### config.mk
export PLATFORM = sky130hd
export DESIGN_NAME = clk_div_bank
export DESIGN_NICKNAME = d
export VERILOG_FILES = /design/src/rtl/clk_div_pkg.sv /design/src/rtl/clk_div_chan.sv /design/src/rtl/clk_div_bank.sv
export SDC_FILE = /design/constraint.sdc
export NUM_CORES = 1
export LEC_CHECK = 0
export CAP_MARGIN = 10
export CORE_MARGIN = 1.5
export CORE_UTILIZATION = 40
export CTS_CLUSTER_DIAMETER = 80
export DETAILED_ROUTE_END_ITERATION = 12
export SLEW_MARGIN = 20
export SYNTH_ARGS = -nofsm -noshare
export SYNTH_HDL_FRONTEND = slang
export SYNTH_SLANG_ARGS = --single-unit
### constraint.sdc
create_clock -name clk -period 3.2 [get_ports clk]
set_clock_uncertainty 0.1 [all_clocks]
set_input_delay 0.64 -clock clk [delete_from_list [all_inputs] [get_ports clk]]
set_output_delay 0.64 -clock clk [all_outputs]
set_load 0.01 [all_outputs]
### src/rtl/clk_div_pkg.sv
// Shared defaults and helpers for the clock-divider bank.
package clk_div_pkg;

    localparam int unsigned DEF_DIV_W   = 8;
    localparam int unsigned DEF_RST_DIV = 2;

    // Number of high cycles in a period of length d.
    function automatic int unsigned half_up(input int unsigned d);
        return (d + 1) >> 1;
    endfunction

endpackage

### src/rtl/clk_div_chan.sv
// One programmable divider channel: counter, current/pending divisor and registered outputs.
module clk_div_chan
    import clk_div_pkg::*;
#(
    parameter int unsigned DIV_W   = DEF_DIV_W,
    parameter int unsigned RST_DIV = DEF_RST_DIV
) (
    input  logic             clk,
    input  logic             rst,
    input  logic [DIV_W-1:0] div_in,
    input  logic             div_valid,
    output logic             div_ready,
    input  logic             sync_clr,
    output logic             clk_out,
    output logic             tick,
    output logic [DIV_W-1:0] cur_div
);

    logic [DIV_W-1:0] cnt_q, cnt_d;
    logic [DIV_W-1:0] cur_div_q, cur_div_d;
    logic [DIV_W-1:0] pend_q, pend_d;
    logic             pend_full_q, pend_full_d;
    logic             run_q;
    logic             clk_out_q, clk_out_d;
    logic             tick_q, tick_d;

    logic             accept;
    logic             parked;
    logic             period_end;
    logic             boundary;
    logic [DIV_W-1:0] new_div;

    assign accept     = div_valid & ~pend_full_q;
    assign parked     = (cur_div_q == '0);
    assign period_end = ~parked & (cnt_q == cur_div_q - DIV_W'(1));
    // A parked channel treats a pending divisor as an immediate boundary.
    assign boundary   = ~run_q | sync_clr | period_end | (parked & pend_full_q);
    assign new_div    = pend_full_q ? pend_q : cur_div_q;

    always_comb begin
        cnt_d       = cnt_q;
        cur_div_d   = cur_div_q;
        pend_d      = pend_q;
        pend_full_d = pend_full_q;
        clk_out_d   = 1'b0;
        tick_d      = 1'b0;
        if (boundary) begin
            cur_div_d   = new_div;
            pend_full_d = 1'b0;
            cnt_d       = '0;
            clk_out_d   = (new_div != '0);
            tick_d      = (new_div != '0);
        end else if (!parked) begin
            cnt_d     = cnt_q + DIV_W'(1);
            clk_out_d = (32'(cnt_d) < half_up(32'(cur_div_q)));
        end else begin
            cnt_d = '0;
        end
        // Accepted value is only ever held pending; it never applies on its own edge.
        if (accept) begin
            pend_d      = div_in;
            pend_full_d = 1'b1;
        end
    end

    always_ff @(posedge clk or posedge rst) begin
        if (rst) begin
            cnt_q       <= '0;
            cur_div_q   <= DIV_W'(RST_DIV);
            pend_q      <= '0;
            pend_full_q <= 1'b0;
            run_q       <= 1'b0;
            clk_out_q   <= 1'b0;
            tick_q      <= 1'b0;
        end else begin
            cnt_q       <= cnt_d;
            cur_div_q   <= cur_div_d;
            pend_q      <= pend_d;
            pend_full_q <= pend_full_d;
            run_q       <= 1'b1;
            clk_out_q   <= clk_out_d;
            tick_q      <= tick_d;
        end
    end

    assign div_ready = ~pend_full_q;
    assign clk_out   = clk_out_q;
    assign tick      = tick_q;
    assign cur_div   = cur_div_q;

endmodule

### src/rtl/clk_div_bank.sv
// Bank of independent programmable clock dividers sharing one clock and a phase-align strobe.
module clk_div_bank
    import clk_div_pkg::*;
#(
    parameter int unsigned NUM_CH  = 2,
    parameter int unsigned DIV_W   = DEF_DIV_W,
    parameter int unsigned RST_DIV = DEF_RST_DIV
) (
    input  logic                    clk,
    input  logic                    rst,
    input  logic [NUM_CH*DIV_W-1:0] div_in,
    input  logic [NUM_CH-1:0]       div_valid,
    output logic [NUM_CH-1:0]       div_ready,
    input  logic                    sync_clr,
    output logic [NUM_CH-1:0]       clk_out,
    output logic [NUM_CH-1:0]       tick,
    output logic [NUM_CH*DIV_W-1:0] cur_div
);

    for (genvar c = 0; c < NUM_CH; c++) begin : g_chan
        clk_div_chan #(
            .DIV_W   (DIV_W),
            .RST_DIV (RST_DIV)
        ) u_chan (
            .clk       (clk),
            .rst       (rst),
            .div_in    (div_in[c*DIV_W +: DIV_W]),
            .div_valid (div_valid[c]),
            .div_ready (div_ready[c]),
            .sync_clr  (sync_clr),
            .clk_out   (clk_out[c]),
            .tick      (tick[c]),
            .cur_div   (cur_div[c*DIV_W +: DIV_W])
        );
    end

endmodule

**Yosys cells after proc, flatten, opt, wreduce, memory -nomap -nowiden**

Index checks and enable logic that the tools add are counted.

- Bits in registers: 55
- Bits in latches: 0
- Bits in writable memories: 0
- ROM bits: 0
- Input port bits: 21
- Output and inout bits: 22
- Word-level logic and storage cells: 61
- Memories: 0

- $add $sub $neg: 6
- $mul: 0
- Divide/modulo/power cells: 0
- Order comparisons: 2
- Eq/ne operators: 2
- Shift-type cells: 0
- Multiplexer cells: 16
- Bitwise logic cells: 16
- Reduce and logical (&&, ||, !) cells: 6

Operator list:

| cell | count |
|---|---|
| 8-bit by 31-bit less-than comparator with 1-bit output | 2 |
| 8-bit two-way mux | 6 |
| 8-bit by 1-bit adder with 9-bit output (second input constant) | 2 |
| 8-bit by 1-bit adder with 8-bit output (second input constant) | 2 |
| 8-bit equality test | 2 |
| 8-bit zero test | 2 |
| 8-bit nonzero test | 2 |
| 8-bit by 1-bit subtractor with 8-bit output (second input constant) | 2 |
| 1-bit two-way mux | 10 |
| 1-bit AND | 6 |
| 1-bit inverter | 5 |
| 1-bit OR | 5 |
| 2-bit nonzero test | 2 |

**Depth between registers and ports, before layout**

Gate-level depths: netlist of the first run.

- Word-level depth: 7
- Gate-level depth with buffers: 10
- Gate-level depth less buffers: 9

**By module**

A second synthesis of the first run with hierarchy kept.

- Cell total of the unflattened synthesis: 352
- Area, all modules: 3651.0 µm²

By module, submodules not included:

| module | times used | cells each | area each (µm²) | seq. area each (µm²) |
|---|---|---|---|---|
| clk_div_chan | 2 | 176 | 1825.5 | 701.9 |

**Worst setup path after synthesis of the first run**

Ideal clock, no wire load.

- Kind: register to register
- Start: reg g_chan[1].u_chan.cur_div_q[0]
- End: reg g_chan[1].u_chan.cur_div_q[0]
- Arrival time: 2.315 ns
- Setup slack: 0.660 ns
- Stages on the path, launching flop included: 9
- Buffers on the path: 0
- Clock period less this slack: 2.540 ns
- Cell sequence: dfrtp_1 > inv_1 > ha_1 > nand2b_1 > or3_1 > a2111oi_2 > a41oi_2 > nand2_2 > mux2_2

- Longest elaborated chain between the ends: 5
- Elaborated cells between the ends (all ways): 9

RTL lines:

| item | line | text |
|---|---|---|
| start: declaration | clk_div_chan.sv:20 | `logic [DIV_W-1:0] cur_div_q, cur_div_d;` |
| start signal: assignment | clk_div_chan.sv:69 | `cur_div_q <= DIV_W'(RST_DIV);` |
| start signal: assignment | clk_div_chan.sv:77 | `cur_div_q <= cur_div_d;` |
| 8-bit by 1-bit subtractor with 8-bit output or 8-bit zero test (tied branches) | clk_div_chan.sv:35, clk_div_chan.sv:34 |  |
| 8-bit equality test or 1-bit inverter (tied branches) | clk_div_chan.sv:35 | `assign period_end = ~parked & (cnt_q == cur_div_q - DIV_W'(1));` |
| 1-bit AND | clk_div_chan.sv:35 |  |
| 1-bit OR (2 in a row) | clk_div_chan.sv:37 | `assign boundary = ~run_q \| sync_clr \| period_end \| (parked & pend_full_q);` |

Several ways; a longest one is shown, not always the timed one.
A chain may end at the register's enable or synchronous reset.

**Worst setup path in the final report of the first run**

Same ends and word-level chain as after synthesis.

==> summary.md, run 1 <==
| Metric | Value |
|---|---|
| Synth top area share | `approximately two fifths` |
| Global Route Usage Sum | `16.3%` |
| Slew @ Worst Pin | `around 750 ps` |
| WL final | `6610 µm` |
| Root Driver | `clkbuf_8` |
| Ports | `43` |
| Inserted Clock Buffers | `5` |
| Synth area leader | `dfrtp_1` |
| Worst Path Required | `~3300 ps` |
| YS warnings | `0` |
| Via Count | `roughly 2300` |
| Slew Viols, Final | `0` |
| Register area share after synthesis | `between 40% and 50%` |
| Post-synth cell types | `51` |
| # port buffers | `42` |
| CP arrival | `approximately 2800 ps` |
| Post-CTS Setup Bufs | `0` |
| Post-Syn Instances | `315` |
| CTS tree | `built` |
| Routed wire length per instance | `approximately 15 µm` |
| Mapped Avg Cell Area | `around 11 µm²` |
| P_int | `between 0.0015 and 0.002 W` |
| Max IR drop VDD | `between 200 and 300 µV` |
| RSZ-0062 raised after global routing | `false` |
| Diodes inserted | `0` |
| Crit path cell chain | `inv_1 > ha_1 > nand2b_1 > or3_1 > a2111oi_2 > a41oi_2 > nand2_2 > mux2_2` |
| Num rows | `33` |
| Kind of critical path | `flip-flop to flip-flop` |
| Fillers | `roughly 800` |
| Pwr Density | `about 650 nW/µm²` |
| Number of remaining DRC errors | `0` |
| Setup tns final | `0 ps` |
| Die area | `8890 µm²` |
| Flop2flop setup slack | `490 ps` |
| Clk_lat worst skew | `310 ps` |
| Crit start category | `flip-flop` |
| Largest net degree at the start of global routing | `21` |
| Sw Ratio | `37.8%` |
| Primary FF master, synth | `dfrtp_1` |
| Reg2reg path depth | `8` |
| Core ar. | `8130 µm²` |
| Syn nets | `356` |
| Hold Path Class | `flip-flop to flip-flop` |
| Max Cap Viol | `0` |
| P_leak | `around 1.6 nW` |
| Final ANT Viol Nets | `0` |
| DR pass1 iterations | `4` |
| Combinational fraction of design power | `around two fifths` |
| Number of gates resized after cts | `0` |
| CP Max Fanout | `8` |
| Sequential power share | `between 40% and 50%` |
| Fin. Hold Viols | `0` |
| F_max | `between 0.3 and 0.4 GHz` |
| Worst reg2reg path endpoint | `g_chan[1].u_chan.cur_div[0]` |
| Hold path depth | `1` |
| # hold bufs at CTS | `0` |
| Final core utilization | `between 40% and 50%` |
| Grt ovf | `0` |
| Worst Hold Launch | `g_chan[0].u_chan.pend_q[3]` |
| Final critical-path required period | `2710 ps` |
| Die span in x | `94.3 µm` |
| Via density | `between 5 and 6` |
| Maximum buffer depth of the clock tree | `2` |
| Cell area after synthesis | `between 3000 and 4000 µm²` |
| Gpl congestion | `0.853` |
| Initial drt markers | `104` |
| FF+latch count, synth | `55` |
| EDFF count, synth | `0` |
| Status | `finished clean` |
| Setup violators final | `0` |
| Vias in the first global route | `about 2300` |
| NumNets Final | `between 300 and 400` |
| CP endpoint kind | `flip-flop` |
| Most common cell after layout, fill and taps aside | `dfrtp_1` |
| Synth area leaders | `dfrtp_1 (40%), mux2_2 (9.8%), ha_1 (7.5%), xnor2_1 (6.6%), xor2_1 (4.7%)` |
| Period utilization | `between 80% and 90%` |
| Hold Path Sink | `g_chan[0].u_chan.pend_q[3]` |
| Worst path bufs/invs | `1` |
| Switch Pwr | `0.000959 W` |
| Starting Density | `between 40% and 50%` |
| Die Y | `between 90 and 100 µm` |
| DP HPWL | `roughly 5100 µm` |
| First-pass GRT wire length | `around 11000 µm` |
| CTS sink cnt | `between 50 and 60` |
| Delay-heaviest family, CP | `compound AO/OA/AOI/OAI gates` |
| Worst R2R Start | `g_chan[1].u_chan.cur_div[0]` |
| CP peak stage delay | `470 ps` |
| Clock share of power | `between 10% and 20%` |
| Area Growth Syn to Fin | `16.6%` |
| CTS H-tree depth | `2` |
| Worst slew margin | `50.0%` |
| Asr flop ratio synth | `100%` |
| Most frequent cells in the layout | `dfrtp_1 (53), clkdlybuf4s50_1 (42), mux2_2 (29)` |
| Initial antenna violation count | `0` |
| Reg clk slew, reported paths | `approximately 100 ps` |
| Critical path's slowest cell | `dfrtp_1` |
| Proportion of layout cells with a drive suffix above 1 | `about 15%` |
==> synthesized netlist by cell type, types with 2 or more instances <==
cell and n:
a2111oi_2 2, a211oi_1 4, a21boi_0 2, a21o_1 5, a21oi_1 2, a22o_1 3
a22oi_1 2, and2_1 8, and3_1 2, buf_2 3, buf_4 6, buf_6 2
clkbuf_1 10, dfrtp_1 53, dfstp_2 2, ha_1 20, inv_1 11, mux2_2 29
nand2_1 15, nand2b_1 3, nand3_1 15, nand4_1 2, nor2_1 14, nor2b_1 12
nor3_1 7, nor4_1 5, o21a_1 4, o21ai_0 3, or2_1 3, or3_1 3
or4_1 2, xnor2_1 25, xor2_1 18
==> sequential cells by signal (all words and copies together) (netlist names) <==
signal / count
g_chan.u_chan.cnt_q: 16
g_chan.u_chan.cur_div: 16
g_chan.u_chan.pend_q: 16
g_chan.u_chan.clk_out: 2
g_chan.u_chan.pend_full_q: 2
g_chan.u_chan.tick: 2
g_chan.u_chan.run_q: 1
==> logic make-up (layout without fill, tap and decap cells) <==
kind of cell | count (synthesis) | in the layout | share of synthesized area (%)
AOI/OAI and AO/OA | 38 | 38 | 9.42
other | 1 | 1 | 0.113
and+or+nand+nor | 96 | 96 | 15.4
xor gates and xnor gates | 43 | 43 | 11.3
buffers and inverters | 32 | 65 | 4.84
DFF | 55 | 55 | 41.4
muxes | 30 | 30 | 10.1
adders and majority gates | 20 | 20 | 7.51
==> worst max-delay path by stage <==
stage	startpoint	endpoint	slack, ps	depth (start not counted)
3_3_place_gp	g_chan[1].u_chan.cur_div[0]	g_chan[1].u_chan.cur_div[5]	560	8
2_1_floorplan	g_chan[1].u_chan.cur_div[0]	g_chan[1].u_chan.cur_div[0]	660	8
3_5_place_dp	g_chan[1].u_chan.cur_div[0]	g_chan[1].u_chan.cur_div[5]	500	8
4_1_cts	g_chan[1].u_chan.cur_div[0]	g_chan[1].u_chan.cur_div[0]	480	8
6_report	g_chan[1].u_chan.cur_div[0]	g_chan[1].u_chan.cur_div[0]	490	8
5_1_grt	g_chan[1].u_chan.cur_div[0]	g_chan[1].u_chan.cur_div[0]	310	8
==> metal layers <==
| metal | global-route usage (%) | routed length (µm) | vias up | share of wire (%) |
|---|---|---|---|---|
| met1 | 24.2 | 3380 | 1102 | 51 |
| met5 | 0 | 0 | - | 0 |
| met3 | 2.35 | 201 | 7 | 3.0 |
| met2 | 24.4 | 2930 | 35 | 44 |
| li1 | - | - | 1149 | - |
| met4 | 4.60 | 90 | 0 | 1.4 |
==> power by group through the flow <==
stage | logic, W | registers, W | clock network (W)
2_1_floorplan | 0.000806 | 0.000995 | 0
3_3_place_gp | 0.00103 | 0.00111 | 0
3_5_place_dp | 0.00104 | 0.00111 | 0
4_1_cts | 0.00105 | 0.00110 | 0.000425
5_1_grt | 0.00115 | 0.00114 | 0.000445
6_report | 0.00104 | 0.00110 | 0.000405
==> through the flow <==
step,hold WS (ps),setup WS [ps],total power (W),std cells,cell area [µm²]
CTS,444,483,0.00257,453,3890
finish,437,491,0.00254,453,3890
global placement,409,558,0.00214,445,3790
global route,460,314,0.00274,453,3890
detailed placement,419,500,0.00215,445,3790
floorplan,384,660,0.00180,315,3330
==> layout make-up <==
cell class | count | area, µm² | area share, %
Inverter | 11 | 41.3 | 1.06
Clock buffer | 5 | 68.8 | 1.77
Timing Repair Buffer | 46 | 450 | 11.6
Tap cell | 105 | 131 | 3.38
Sequential cell | 55 | 1380 | 35.5
Multi-Input combinational cell | 228 | 1790 | 46.1
Clock inverter | 3 | 22.5 | 0.580
Note: power is estimated with default switching activity, not from simulation.
==> run 2: changes to the inputs <==
==> constraint.sdc (replaced) <==
create_clock -name clk -period 2.2 [get_ports clk]
set_clock_uncertainty 0.1 [all_clocks]
set_input_delay 0.44 -clock clk [delete_from_list [all_inputs] [get_ports clk]]
set_output_delay 0.44 -clock clk [all_outputs]
set_load 0.01 [all_outputs]
==> run 2 against run 1 <==
- the run now ends with setup timing left
- total power is 87% higher
- hold slack worse by 120 ps
- final cell count is 15% higher
- sequential power is 31% higher
- via count is 13% higher
==> summary.md, run 2 (synthesized netlist as in run 1, its figures left out) <==
| Metric | Value |
|---|---|
| Number of remaining DRC errors | `0 (unchanged)` |
| Clock share of power | `14.3% (-1.7 points)` |
| Fin. Hold Viols | `0 (unchanged)` |
| Setup violators final | `37 (+37)` |
| Worst slew margin | `63.9% (+14 points)` |
| Final ANT Viol Nets | `0 (unchanged)` |
| WL final | `7740 µm (+17%)` |
| Most frequent cells in the layout | `buf_4 (61), dfrtp_1 (51), clkdlybuf4s50_1 (41)` |
| CP endpoint kind | `flip-flop` |
| CP arrival | `2480 ps (-330 ps)` |
| Critical path's slowest cell | `dfstp_2` |
| Worst Path Required | `2300 ps (-1010 ps)` |
| Die area | `8890 µm² (unchanged)` |
| Kind of critical path | `flip-flop to flip-flop` |
| Slew Viols, Final | `0 (unchanged)` |
| Fillers | `688 (-11%)` |
| Die Y | `94.3 µm (unchanged)` |
| Initial drt markers | `57 (-45%)` |
| Period utilization | `108% (+23 points)` |
| Hold Path Class | `input pin to async pin` |
| Most common cell after layout, fill and taps aside | `buf_4` |
| CTS tree | `built` |
| NumNets Final | `454 (+17%)` |
| First-pass GRT wire length | `12900 µm (+13%)` |
| Area Growth Syn to Fin | `42.0%` |
| Sequential cell area | `1380 µm² (+0.18%)` |
| Diodes inserted | `0 (unchanged)` |
| Via Count | `2593 (+13%)` |
| Combinational fraction of design power | `55.3% (+14 points)` |
| Global Route Usage Sum | `18.7% (+2.4 points)` |
| Multi-input gate area | `2070 µm² (+16%)` |
| Sw Ratio | `36.2% (-1.6 points)` |
| Final critical-path required period | `2370 ps (-336 ps)` |
| Starting Density | `41.0% (unchanged)` |
| # hold bufs at CTS | `0 (unchanged)` |
| Num rows | `33 (unchanged)` |
| Max Cap Viol | `0 (unchanged)` |
| Failing checks | `setup timing` |
| Die span in x | `94.3 µm (unchanged)` |
| Power, Total | `0.00475 W (+87%)` |
| Gpl congestion | `0.865 (+1.4%)` |
| # port buffers | `42 (unchanged)` |
| Via density | `5.00 (-1.3%)` |
| Largest net degree at the start of global routing | `30 (+43%)` |
| Crit path cell chain | `inv_2 > ha_4 > nor2b_4 > a21o_1 > a2111oi_4 > a41oi_2 > nand2b_4 > buf_6 > mux2_2` |
| Ports | `43 (unchanged)` |
| DR pass1 iterations | `4 (unchanged)` |
| Root Driver | `clkbuf_8` |
| Proportion of layout cells with a drive suffix above 1 | `36.7% (+22 points)` |
| Sequential power share | `30.4% (-13 points)` |
| DP HPWL | `5890 µm (+16%)` |
| Core ar. | `8130 µm² (unchanged)` |
| P_int | `0.00303 W (+92%)` |
| Crit start category | `flip-flop` |
| CP peak stage delay | `560 ps (+90 ps)` |
| P_leak | `2.06 nW (+26%)` |
| Switch Pwr | `0.00172 W (+79%)` |
| Final WS setup | `-172 ps (-664 ps)` |
| CP Max Fanout | `5 (-3)` |
| CTS H-tree depth | `2 (unchanged)` |
| RSZ-0062 raised after global routing | `true` |
| F_max | `0.422 GHz (+14%)` |
| Setup tns final | `-3440 ps (-3440 ps)` |
| Maximum buffer depth of the clock tree | `2 (unchanged)` |
| CTS sink cnt | `55 (unchanged)` |
| Grt ovf | `0 (unchanged)` |
| Max IR drop VDD | `466 µV (+73%)` |
| Status | `finished, violations left` |
| Initial antenna violation count | `0 (unchanged)` |
| Clk_lat worst skew | `310 ps (about the same)` |
| Routed wire length per instance | `14.9 µm (+2.2%)` |
| Pwr Density | `1000 nW/µm² (+54%)` |
| Inserted Clock Buffers | `5 (unchanged)` |
| Reg clk slew, reported paths | `100 ps (about the same)` |
| Slew @ Worst Pin | `536 ps (-213 ps)` |
| Vias in the first global route | `2574 (+13%)` |
## run 2: cell count changes in the layout (fill, tap and decap cells not counted), sizes merged
cell / before / now
buf: 4 / 70
inv: 13 / 11
bufinv: 0 / 1
clkbuf: 5 / 6
clkdlybuf4s50: 42 / 41
clkinv: 1 / 0
clkinvlp: 0 / 1
dlymetal6s2s: 0 / 1
## run 2: routing by layer
layer | vias up | routed length [µm] | track usage [%]
met1 | 1250 | 3820 | 26.2
met5 | - | 0 | 0
met3 | 7 | 157 | 1.94
li1 | 1297 | - | -
met2 | 39 | 3680 | 30.6
met4 | 0 | 86 | 5.10
## run 2: area by class of cell
type                            count  area share (%)
Timing Repair Buffer              112            21.0
Clock buffer                        6            1.53
Clock inverter                      2           0.793
Multi-Input combinational cell    228            43.8
Sequential cell                    55            29.2
Inverter                           11           0.872
Tap cell                          105            2.78
## run 2: repair_timing
item / CTS / global route
pin swaps: 17 / 5
resized for setup: 33 / 10
gates cloned: 0 / 0
endpoints found under the setup margin: 29 / 39
buffers inserted: 7 / 0
## run 2: worst paths after layout
kind | startpoint | to | slack [ps] | cells past startpoint
min in group clk | g_chan[0].u_chan.cnt_q[0] | g_chan[0].u_chan.cnt_q[0] | 410 | 1
max | g_chan[0].u_chan.cur_div[1] | g_chan[0].u_chan.cur_div[6] | -170 | 9
min | rst | g_chan[1].u_chan.pend_q[6] | 310 | 2
min reg2reg | g_chan[0].u_chan.cnt_q[0] | g_chan[0].u_chan.cnt_q[0] | 410 | 1
max reg2reg | g_chan[0].u_chan.cur_div[1] | g_chan[0].u_chan.cur_div[6] | -170 | 9
max in group asynchronous | rst | g_chan[0].u_chan.cur_div[1] | 1110 | 3
## run 2: metrics by stage
stage                     setup WS (ps)  instances  hold WS [ps]  utilization (%)  instance area [µm²]
after floorplan                    -179        315           384                -                 3490
after global placement             -174        505           405             53.8                 4380
after detailed placement           -226        505           406             53.8                 4380
after CTS                          -176        519           321             57.7                 4700
after global routing               -252        519           349             58.2                 4730
final                              -172        519           314             58.2                 4730
## run 2: power groups by stage
| stage | combinational, W | sequential [W] | clock [W] |
|---|---|---|---|
| 2_1_floorplan | 0.00139 | 0.00147 | 0 |
| 3_3_place_gp | 0.00232 | 0.00145 | 0 |
| 3_5_place_dp | 0.00236 | 0.00146 | 0 |
| 4_1_cts | 0.00259 | 0.00144 | 0.000706 |
| 5_1_grt | 0.00283 | 0.00148 | 0.000744 |
| 6_report | 0.00263 | 0.00144 | 0.000680 |
## run 2: critical path, delay by kind of cell (launching register included)
family                     cells  cell delay, ps
muxes                          1             260
buffers and inverters          2             200
AOI/OAI and AO/OA              3             670
adders and majority gates      1             160
and+or+nand+nor                2             320
DFF                            1             560
